==> src/rtl/tlul_pkg.sv <==
// Shared TL-UL definitions for the register responder.
// Contents: bus width constants, channel A/D opcode enums, the packed
// host-to-device and device-to-host channel structs, the response-buffer
// entry type and the request decode-error helper.
package tlul_pkg;

   localparam int unsigned TL_AW  = 8;
   localparam int unsigned TL_DW  = 32;
   localparam int unsigned TL_SW  = 4;
   localparam int unsigned TL_DBW = 4;

   typedef enum logic [2:0] {
      PutFullData    = 3'h0,
      PutPartialData = 3'h1,
      Get            = 3'h4
   } tl_a_op_e;

   typedef enum logic [2:0] {
      AccessAck     = 3'h0,
      AccessAckData = 3'h1
   } tl_d_op_e;

   typedef struct packed {
      logic              a_valid;
      logic [2:0]        a_opcode;
      logic [TL_AW-1:0]  a_address;
      logic [TL_DW-1:0]  a_data;
      logic [TL_DBW-1:0] a_mask;
      logic [TL_SW-1:0]  a_source;
      logic              d_ready;
   } tl_h2d_t;

   typedef struct packed {
      logic             d_valid;
      logic [2:0]       d_opcode;
      logic [TL_DW-1:0] d_data;
      logic [TL_SW-1:0] d_source;
      logic             d_error;
      logic             a_ready;
   } tl_d2h_t;

   // One buffered response.
   typedef struct packed {
      logic [2:0]       d_opcode;
      logic [TL_DW-1:0] d_data;
      logic [TL_SW-1:0] d_source;
      logic             d_error;
   } tl_rsp_t;

   // Request is erroneous if it targets a missing register, is not word
   // aligned, uses an unsupported opcode, or is a full put without all lanes.
   function automatic logic req_err(input logic [2:0]        op,
                                    input logic [TL_AW-1:0]  addr,
                                    input logic [TL_DBW-1:0] mask,
                                    input int unsigned       nregs);
      logic bad_idx;
      logic bad_align;
      logic bad_op;
      logic bad_mask;
      bad_idx   = ({26'd0, addr[7:2]} >= nregs);
      bad_align = (addr[1:0] != 2'b00);
      bad_op    = !((op == PutFullData) || (op == PutPartialData) || (op == Get));
      bad_mask  = (op == PutFullData) && (mask != 4'hF);
      return bad_idx || bad_align || bad_op || bad_mask;
   endfunction

endpackage

==> src/rtl/tlul_reg_responder_if.sv <==
// TL-UL bus bundle between a host and the register responder.
//   h2d : channel A request plus d_ready (driven by the host)
//   d2h : channel D response plus a_ready (driven by the device)
// Modports: master (host side), slave (device side).
interface tlul_reg_responder_if;
   import tlul_pkg::*;

   tl_h2d_t h2d;
   tl_d2h_t d2h;

   modport master (output h2d, input d2h);
   modport slave  (input h2d, output d2h);

endinterface

==> src/rtl/tlul_rsp_fifo.sv <==
// Response buffer for the register responder: an in-order FIFO of tl_rsp_t.
// Ports:
//   clk_i, rst_ni : clock, synchronous active-low reset (empties the buffer)
//   push, wdata   : enqueue request and entry
//   pop           : dequeue request (head is consumed)
//   rdata         : head entry, meaningful while !empty
//   full, empty   : occupancy flags
module tlul_rsp_fifo
   import tlul_pkg::*;
#(
   parameter int unsigned Depth = 2
) (
   input  logic    clk_i,
   input  logic    rst_ni,
   input  logic    push,
   input  tl_rsp_t wdata,
   input  logic    pop,
   output tl_rsp_t rdata,
   output logic    full,
   output logic    empty
);

   localparam int unsigned PW = (Depth > 1) ? $clog2(Depth) : 1;
   localparam int unsigned CW = $clog2(Depth + 1);

   tl_rsp_t         mem [Depth];
   logic [PW-1:0]   wptr;
   logic [PW-1:0]   rptr;
   logic [CW-1:0]   cnt;
   logic            do_push;
   logic            do_pop;

   function automatic logic [PW-1:0] ptr_inc(input logic [PW-1:0] p);
      return (p == PW'(Depth - 1)) ? '0 : p + 1'b1;
   endfunction

   assign full  = (cnt == CW'(Depth));
   assign empty = (cnt == '0);

   // A simultaneous pop frees the slot a push needs, so push-while-full is
   // legal when paired with a pop.
   assign do_pop  = pop && !empty;
   assign do_push = push && (!full || do_pop);

   always_ff @(posedge clk_i) begin
      if (!rst_ni) begin
         wptr <= '0;
         rptr <= '0;
         cnt  <= '0;
      end else begin
         if (do_push) wptr <= ptr_inc(wptr);
         if (do_pop)  rptr <= ptr_inc(rptr);
         case ({do_push, do_pop})
            2'b10:   cnt <= cnt + 1'b1;
            2'b01:   cnt <= cnt - 1'b1;
            default: cnt <= cnt;
         endcase
      end
   end

   always_ff @(posedge clk_i) begin
      if (do_push) mem[wptr] <= wdata;
   end

   assign rdata = mem[rptr];

endmodule

==> src/rtl/tlul_reg_responder.sv <==
// TL-UL device-side CSR endpoint serving NumRegs 32-bit registers.
// Requests are decoded at acceptance; each yields one response that is
// queued in an in-order buffer so back-to-back requests can be taken while
// the host stalls channel D.
// Ports:
//   clk_i  : clock, rising edge
//   rst_ni : synchronous active-low reset
//   tl     : TL-UL slave bundle (channel A in, channel D out, a_ready/d_ready)
//   regs_o : flattened register contents, reg k at [k*32 +: 32]
module tlul_reg_responder
   import tlul_pkg::*;
#(
   parameter int unsigned NumRegs     = 8,
   parameter int unsigned RspDepth    = 2,
   parameter logic [31:0] RegResetVal = 32'h0
) (
   input  logic                    clk_i,
   input  logic                    rst_ni,
   tlul_reg_responder_if.slave     tl,
   output logic [NumRegs*32-1:0]   regs_o
);

   logic [NumRegs-1:0][31:0] regs_q;
   logic                     rdy_q;
   logic                     full;
   logic                     empty;
   logic                     a_ready;
   logic                     accept_p0;
   logic                     err_p0;
   logic                     wr_en_p0;
   logic [5:0]               idx_p0;
   logic [31:0]              rd_data_p0;
   tl_rsp_t                  rsp_p0;
   tl_rsp_t                  rsp_p1;
   tl_d2h_t                  d2h;

   // ---- Stage p0: acceptance and decode --------------------------------
   // a_ready comes from buffer occupancy only; rdy_q keeps it low while in
   // reset and raises it on the first cycle after release.
   assign a_ready   = rdy_q && !full;
   assign accept_p0 = tl.h2d.a_valid && a_ready;
   assign idx_p0    = tl.h2d.a_address[7:2];
   assign err_p0    = req_err(tl.h2d.a_opcode, tl.h2d.a_address,
                              tl.h2d.a_mask, NumRegs);
   assign wr_en_p0  = accept_p0 && !err_p0 &&
                      ((tl.h2d.a_opcode == PutFullData) ||
                       (tl.h2d.a_opcode == PutPartialData));

   always_comb begin
      rd_data_p0 = '0;
      for (int k = 0; k < NumRegs; k++) begin
         if (idx_p0 == 6'(k)) rd_data_p0 = regs_q[k];
      end
   end

   always_comb begin
      rsp_p0          = '0;
      rsp_p0.d_source = tl.h2d.a_source;
      rsp_p0.d_error  = err_p0;
      rsp_p0.d_opcode = (tl.h2d.a_opcode == Get) ? AccessAckData : AccessAck;
      if ((tl.h2d.a_opcode == Get) && !err_p0) rsp_p0.d_data = rd_data_p0;
   end

   always_ff @(posedge clk_i) begin
      if (!rst_ni) rdy_q <= 1'b0;
      else         rdy_q <= 1'b1;
   end

   always_ff @(posedge clk_i) begin
      if (!rst_ni) begin
         for (int k = 0; k < NumRegs; k++) regs_q[k] <= RegResetVal;
      end else if (wr_en_p0) begin
         for (int k = 0; k < NumRegs; k++) begin
            for (int b = 0; b < 4; b++) begin
               if ((idx_p0 == 6'(k)) && tl.h2d.a_mask[b])
                  regs_q[k][8*b +: 8] <= tl.h2d.a_data[8*b +: 8];
            end
         end
      end
   end

   assign regs_o = regs_q;

   // ---- Stage p1: response buffer and channel D ------------------------
   tlul_rsp_fifo #(.Depth(RspDepth)) u_rsp_fifo (
      .clk_i  (clk_i),
      .rst_ni (rst_ni),
      .push   (accept_p0),
      .wdata  (rsp_p0),
      .pop    (tl.h2d.d_ready),
      .rdata  (rsp_p1),
      .full   (full),
      .empty  (empty)
   );

   // Channel D fields read as zero whenever nothing is pending, which also
   // covers the reset state.
   always_comb begin
      d2h         = '0;
      d2h.a_ready = a_ready;
      if (!empty) begin
         d2h.d_valid  = 1'b1;
         d2h.d_opcode = rsp_p1.d_opcode;
         d2h.d_data   = rsp_p1.d_data;
         d2h.d_source = rsp_p1.d_source;
         d2h.d_error  = rsp_p1.d_error;
      end
   end

   assign tl.d2h = d2h;

endmodule

==> src/flat_wrapper.sv <==
// flat-port wrapper written by rule: the top's interface ports become plain ports
module tlul_reg_responder_flat import tlul_pkg::*;
#(
   parameter int unsigned NumRegs     = 8,
   parameter int unsigned RspDepth    = 2,
   parameter logic [31:0] RegResetVal = 32'h0
)
  (clk_i, rst_ni, regs_o, tl_h2d, tl_d2h);
  tlul_reg_responder_if tl_i ();
  input  logic clk_i;
  input  logic rst_ni;
  output logic [NumRegs*32-1:0] regs_o;
  input wire logic [$bits(tl_i.h2d)-1:0] tl_h2d;
  output wire logic [$bits(tl_i.d2h)-1:0] tl_d2h;
  assign tl_i.h2d = tl_h2d;
  assign tl_d2h = tl_i.d2h;
  tlul_reg_responder #(.NumRegs(NumRegs), .RspDepth(RspDepth), .RegResetVal(RegResetVal)) u_core (.clk_i(clk_i), .rst_ni(rst_ni), .tl(tl_i), .regs_o(regs_o));
endmodule
==> config.mk <==
export PLATFORM = sky130hd
export DESIGN_NAME = tlul_reg_responder_flat
export DESIGN_NICKNAME = d
export VERILOG_FILES = /design/src/rtl/tlul_pkg.sv /design/src/rtl/tlul_reg_responder_if.sv /design/src/rtl/tlul_rsp_fifo.sv /design/src/rtl/tlul_reg_responder.sv /design/src/flat_wrapper.sv
export SDC_FILE = /design/constraint.sdc
export NUM_CORES = 1
export LEC_CHECK = 0
export ABC_AREA = 1
export ABC_CLOCK_PERIOD_IN_PS = 3700
export BUFFER_PORTS_ARGS = -buffer_cell sky130_fd_sc_hd__buf_4
export CORE_UTILIZATION = 51
export DETAILED_ROUTE_END_ITERATION = 10
export GPL_ROUTABILITY_DRIVEN = 0
export PLACE_DENSITY = 0.86
export SLEW_MARGIN = 20
export SYNTH_ARGS = -nofsm -noshare
export SYNTH_HDL_FRONTEND = slang
export SYNTH_SLANG_ARGS = --single-unit
==> constraint.sdc <==
create_clock -name clk_i -period 3.7 [get_ports clk_i]
set_input_delay 0.185 -clock clk_i [delete_from_list [all_inputs] [get_ports clk_i]]
set_output_delay 0.185 -clock clk_i [all_outputs]
set_load 0.02 [all_outputs]
==> results of run 1 <==
per-layer routing:
metal  wire, um  share of wire  vias up
met4       2180          0.041        2
met5         13        0.00025        -
met2      24340           0.46      864
li1           -              -     7872
met1      21140           0.40     7637
met3       5184          0.098      169
through the flow:
step	power [mW]	util
floorplan	4.352	-
global placement	4.683	0.5995
detailed placement	4.695	0.5995
CTS	8.322	0.6478
global route	8.559	0.6479
finish	8.311	0.6479
synthesized netlist by cell type (all sizes together):
master    n  area, um2
nand4    66      412.9
nor3      1      16.27
a31oi     1      6.260
dfxtp   262       5245
ha        1      12.51
edfxtp   76       2282
o21bai    5      37.54
nor2    593       2295
nand2   746       2805
nand3    81      793.3
inv     307       1152
clkbuf   57      214.0
conb      1      3.750
or2       1      6.260
buf      97      748.2
a21boi    1      11.26
a21oi   108      540.5
o21ai     8      40.04
tightest hold or removal path, stage by stage:
cell    delay (ns)
buf_4         0.17
nor2_1        0.06
nor2_1        0.09
power groups by stage:
stage / sequential, mW / clock [mW] / combinational [mW]
5_1_grt: 3.83 / 3.84 / 0.882
2_1_floorplan: 3.91 / 0 / 0.446
6_report: 3.83 / 3.65 / 0.828
3_5_place_dp: 3.91 / 0 / 0.784
3_3_place_gp: 3.91 / 0 / 0.775
4_1_cts: 3.83 / 3.68 / 0.816
layout make-up:
cell class | instances | area (um2) | area share
Sequential cell | 338 | 7528 | 0.3654
Multi-Input combinational cell | 1614 | 7022 | 0.3408
Timing Repair Buffer | 406 | 3167 | 0.1537
Inverter | 307 | 1152 | 0.05593
Clock buffer | 42 | 944.7 | 0.04585
Tap cell | 435 | 544.3 | 0.02642
Clock inverter | 24 | 240.2 | 0.01166
Antenna cell | 2 | 5.005 | 0.0002429
path summary, 6_finish.rpt:
check / startpoint / to / slack (ns) / cells after the start
worst max-delay path: flop / tl_d2h[32] / 1.41 / 5
worst max register to register: u_core.u_rsp_fifo.cnt[0] / u_core.regs_o[3] / 1.41 / 8
worst min register to register: u_core.u_rsp_fifo.rptr / flop / 0.46 / 1
worst min-delay path: tl_h2d[33] / u_core.regs_o[216] / 0.02 / 3
flip-flops by register name (all words and copies together), names as in the netlist, named ones only:
signal,cells
u_core.rdy_q,1
u_core.regs_o,256
u_core.u_rsp_fifo.cnt,2
u_core.u_rsp_fifo.mem,76
u_core.u_rsp_fifo.rptr,1
u_core.u_rsp_fifo.wptr,1
kinds of logic after synthesis:
group                      count (synthesis)  share of synthesized area
AOI/OAI and AO/OA                        123                    0.03824
adders and majority gates                  1                  0.0007526
buffers and inverters                    461                     0.1272
DFF                                      338                     0.4528
other                                      1                  0.0002256
and+or+nand+nor                         1488                     0.3807
==> flow_metrics.env, run 1 <==
export IMPL_drv_slew=0
export IMPL_end_kind="output pin"
export IMPL_final_area_um2=20600
export IMPL_wire_per_inst_um=16.68
export IMPL_synthesis_area_um2=16620
export IMPL_die_area_um2=33320
export IMPL_dr_pass1_iters=6
export IMPL_critPathKind="reg -> out"
export IMPL_switching_share=0.2553
export IMPL_crit_arrival_ns=2.11
export IMPL_postCtsSetupBuffers=0
export IMPL_cts_max_level=2
export IMPL_path_cells="inv_1 -> buf_4 -> nand2_1 -> a21oi_1 -> buf_4"
export IMPL_fin_setup_tns_ns=0
export IMPL_num_rows=65
export IMPL_comb_power_share=0.100
export IMPL_cts_sinks=338
export IMPL_cp_top_family="buffers and inverters"
export IMPL_p_leak_nw=10.67
export IMPL_cts_hold_buf=35
export IMPL_max_slew_worst_pin_slew_ns=0.9581
export IMPL_worst_path_most_repeated_cell="buf_4"
export IMPL_cp_required_ns=3.51
export IMPL_clock_path_buffers=3
export IMPL_synth_area_per_cell_um2=6.891
export IMPL_ys_warnings_count=0
export IMPL_max_stage_delay_ns=0.45
export IMPL_numCtsBuffers=36
export IMPL_fin_crit_ns=2.294
export IMPL_setup_viol=0
export IMPL_switching_power_mw=2.122
export IMPL_fp_coreArea_um2=31800
export IMPL_irDropWorstVdd_mv=0.2718
export IMPL_hpwl_um=37130
export IMPL_final_common_cell="nand2_1"
export IMPL_routed_via_density=5.222
export IMPL_fin_skew_ns=0.01863
export IMPL_place_ws_ns=1.192
export IMPL_hold_path_class="in -> reg"
export IMPL_fp_dieW_um=182.5
export IMPL_use_met2=0.5056
export IMPL_antenna_found_initial=3
export IMPL_seq_area_frac_synth=0.4528
export IMPL_top_usage_layer="met2"
export IMPL_dr_first_iter_drc_count=1416
export IMPL_cts_tree="done"
export IMPL_startpoint_type="flop"
export IMPL_via_count=16544
export IMPL_pwr_share_seq=0.461
export IMPL_whs_ns=0.02497
export IMPL_clock_fmax_ghz=0.4360
export IMPL_drv_cap=0
export IMPL_fill_cells=2642
export IMPL_fin_cells=3168
export IMPL_worstSkewPairLatency_ns=0.52
export IMPL_rsz0062_at_grt="false"
export IMPL_grt_overflow=0
export IMPL_port_buffers=350
export IMPL_syn2layout_area_growth_pct=23.95
export IMPL_clk_pin_slew_ns=0.06
export IMPL_crit_buf_inv=3
export IMPL_antenna_left=0
export IMPL_placed_cells=3065
export IMPL_ys_seq_elements=338
export IMPL_p_clk_frac=0.440
export IMPL_wl_um=52860
export IMPL_cp_slowest_cell="inv_1"
export IMPL_met3_usage=0.07025
export IMPL_grt_pass1_wl_um=81360
export IMPL_slew_headroom=0.3589
export IMPL_post_route_period_util=0.6199
export IMPL_setup_ws_ns=1.406
export IMPL_placedInstanceArea_um2=19060
export IMPL_status="complete, no violations"
export IMPL_initial_core_util=0.5227
export IMPL_track_usage=0.3093
export IMPL_grt_max_degree=115
export IMPL_power_density_nw_per_um2=403.4
export IMPL_synth_cell_types=27
export IMPL_cts_resized=0
export IMPL_hold_viol_final=0
export IMPL_final_cell_mix="nand2_1, nor2_1, buf_4"
export IMPL_p_int_mw=6.189
export IMPL_drive_above_1_share=0.1769
export IMPL_grt_util_met1=0.3876
export IMPL_fin_nets=2759
export IMPL_cts_root_buf="clkbuf_16"
export IMPL_io_pins=353
export IMPL_syn_instance_count=2412
export IMPL_die_h_um=182.5
export IMPL_drcViolationCount=0
export IMPL_crit_fanout=22
export IMPL_grt_pass1_vias=15621
Note: power is estimated with default switching activity, not from simulation.
==> inputs of run 2 (changes only) <==
- ABC_CLOCK_PERIOD_IN_PS: 3700 -> 2200
- clock period: 3.7 -> 2.2 ns (I/O delays scaled with it)
==> flow_metrics.env, run 2 (synthesized netlist as in run 1, its figures left out) <==
export IMPL_status="complete, no violations"
export IMPL_wire_per_inst_um=16.36
export IMPL_rsz0062_at_grt="false"
export IMPL_post_route_period_util=0.9166
export IMPL_final_cell_mix="nand2_1, nor2_1, buf_4"
export IMPL_clock_path_buffers=3
export IMPL_critPathKind="reg -> out"
export IMPL_drv_cap=0
export IMPL_hold_start="tl_h2d[49]"
export IMPL_track_usage=0.3046
export IMPL_slew_headroom=0.3931
export IMPL_antenna_found_initial=0
export IMPL_setup_viol=0
export IMPL_hold_path_class="in -> reg"
export IMPL_hold_viol_final=0
export IMPL_via_count=16476
export IMPL_dr_pass1_iters=5
export IMPL_cts_resized=0
export IMPL_fin_skew_ns=0.01824
export IMPL_cts_max_level=2
export IMPL_top_usage_layer="met2"
export IMPL_crit_arrival_ns=1.91
export IMPL_fp_coreArea_um2=31800
export IMPL_placedInstanceArea_um2=19340
export IMPL_largest_reg_flops=256
export IMPL_fp_dieW_um=182.5
export IMPL_diodes=0
export IMPL_grt_overflow=0
export IMPL_end_kind="output pin"
export IMPL_initial_core_util=0.5227
export IMPL_wl_um=52280
export IMPL_final_area_um2=21020
export IMPL_die_h_um=182.5
export IMPL_antenna_left=0
export IMPL_r2r_start="u_core.u_rsp_fifo.cnt[0]"
export IMPL_io_pins=353
export IMPL_fin_nets=2789
export IMPL_met3_usage=0.06286
export IMPL_fill_cells=2569
export IMPL_max_slew_worst_pin_slew_ns=0.9069
export IMPL_grt_pass1_vias=15483
export IMPL_p_leak_nw=10.89
export IMPL_r2r_setup_slack_ns=0.28
export IMPL_clock_fmax_ghz=0.4959
export IMPL_cts_root_buf="clkbuf_16"
export IMPL_drcViolationCount=0
export IMPL_cts_sinks=338
export IMPL_port_buffers=350
export IMPL_hpwl_um=36820
export IMPL_syn2layout_area_growth_pct=26.43
export IMPL_numCtsBuffers=37
export IMPL_grt_pass1_wl_um=80500
export IMPL_cts_tree="done"
export IMPL_power_density_nw_per_um2=670.2
export IMPL_dr_first_iter_drc_count=1409
export IMPL_die_area_um2=33320
export IMPL_cp_required_ns=2.09
export IMPL_clk_pin_slew_ns=0.06
export IMPL_fin_crit_ns=2.017
export IMPL_drive_above_1_share=0.1847
export IMPL_startpoint_type="flop"
export IMPL_use_met2=0.5000
export IMPL_finalCoreUtilization=0.6609
export IMPL_worstSkewPairLatency_ns=0.52
export IMPL_final_common_cell="nand2_1"
export IMPL_crit_fanout=22
export IMPL_drv_slew=0
export IMPL_irDropWorstVdd_mv=0.4607
export IMPL_grt_util_met1=0.3921
export IMPL_grt_max_degree=66
export IMPL_routed_via_density=5.155
export IMPL_num_rows=65
-- run 2: changes by cell type in the layout (fill, tap and decap cells not counted) --
cell	delta
clkinv_4	-2
clkbuf_1	+2
buf_4	+15
buf_12	+11
clkbuf_8	+6
inv_6	-1
clkinvlp_4	-3
clkinv_1	-2
bufinv_16	-1
diode_2	-2
clkbuf_16	+2
dlygate4sd3_1	+3
-- run 2: path summary, 6_finish.rpt --
kind / end / depth (start not counted)
setup / recovery: tl_d2h[25] / 4
hold reg to reg: flop / 1
hold / removal: u_core.u_rsp_fifo.mem[1][37] / 4
setup reg to reg: u_core.regs_o[7] / 10
-- run 2: metal layers --
| metal | wire length, um | part of all wire |
|---|---|---|
| met5 | 0 | 0 |
| met4 | 2049 | 0.039 |
| met3 | 4671 | 0.089 |
| met2 | 24010 | 0.46 |
| met1 | 21550 | 0.41 |
-- run 2: layout make-up --
class,count,area (um2),area share
well taps,435,544.3,0.02590
multi-input cells,1614,7022,0.3341
clock buffers,52,1085,0.05162
flip-flops and latches,338,7528,0.3582
inverters,307,1152,0.05483
repair buffers,435,3530,0.1680
clock inverters,15,153.9,0.007323
-- run 2: where the power goes --
group / switching (mW) / internal [mW] / total (mW) / leakage, nW
registers: 0.0471 / 6.41 / 6.46 / 2.77
logic: 0.879 / 0.450 / 1.33 / 7.52
clock network: 2.51 / 3.79 / 6.30 / 0.605
total: 3.43 / 10.7 / 14.1 / 10.9
-- run 2: critical path, cell delays in order, from the launching register on --
cell	delay, ns
dfxtp_2	0.53
buf_4	0.34
nand2_1	0.09
a21oi_1	0.23
buf_4	0.18
-- run 2: repair_timing --
item	in CTS	in global routing
endpoints found under the hold margin	267	0
buffers inserted	0	4
setup endpoints to repair	0	5
hold buffers	38	0
-- run 2: through the flow --
step	power, mW	TNS [ns]	instances	setup slack, ns	hold slack [ns]
after floorplan	7.320	-41.99	2413	-0.5525	0.1377
after global placement	7.813	0	3087	0.2500	0.2995
after detailed placement	7.846	0	3087	0.1166	0.3025
after CTS	14.12	0	3192	0.1066	0.01111
after global routing	14.51	0	3196	0.1059	0.03354
final	14.09	0	3196	0.1834	0.02247
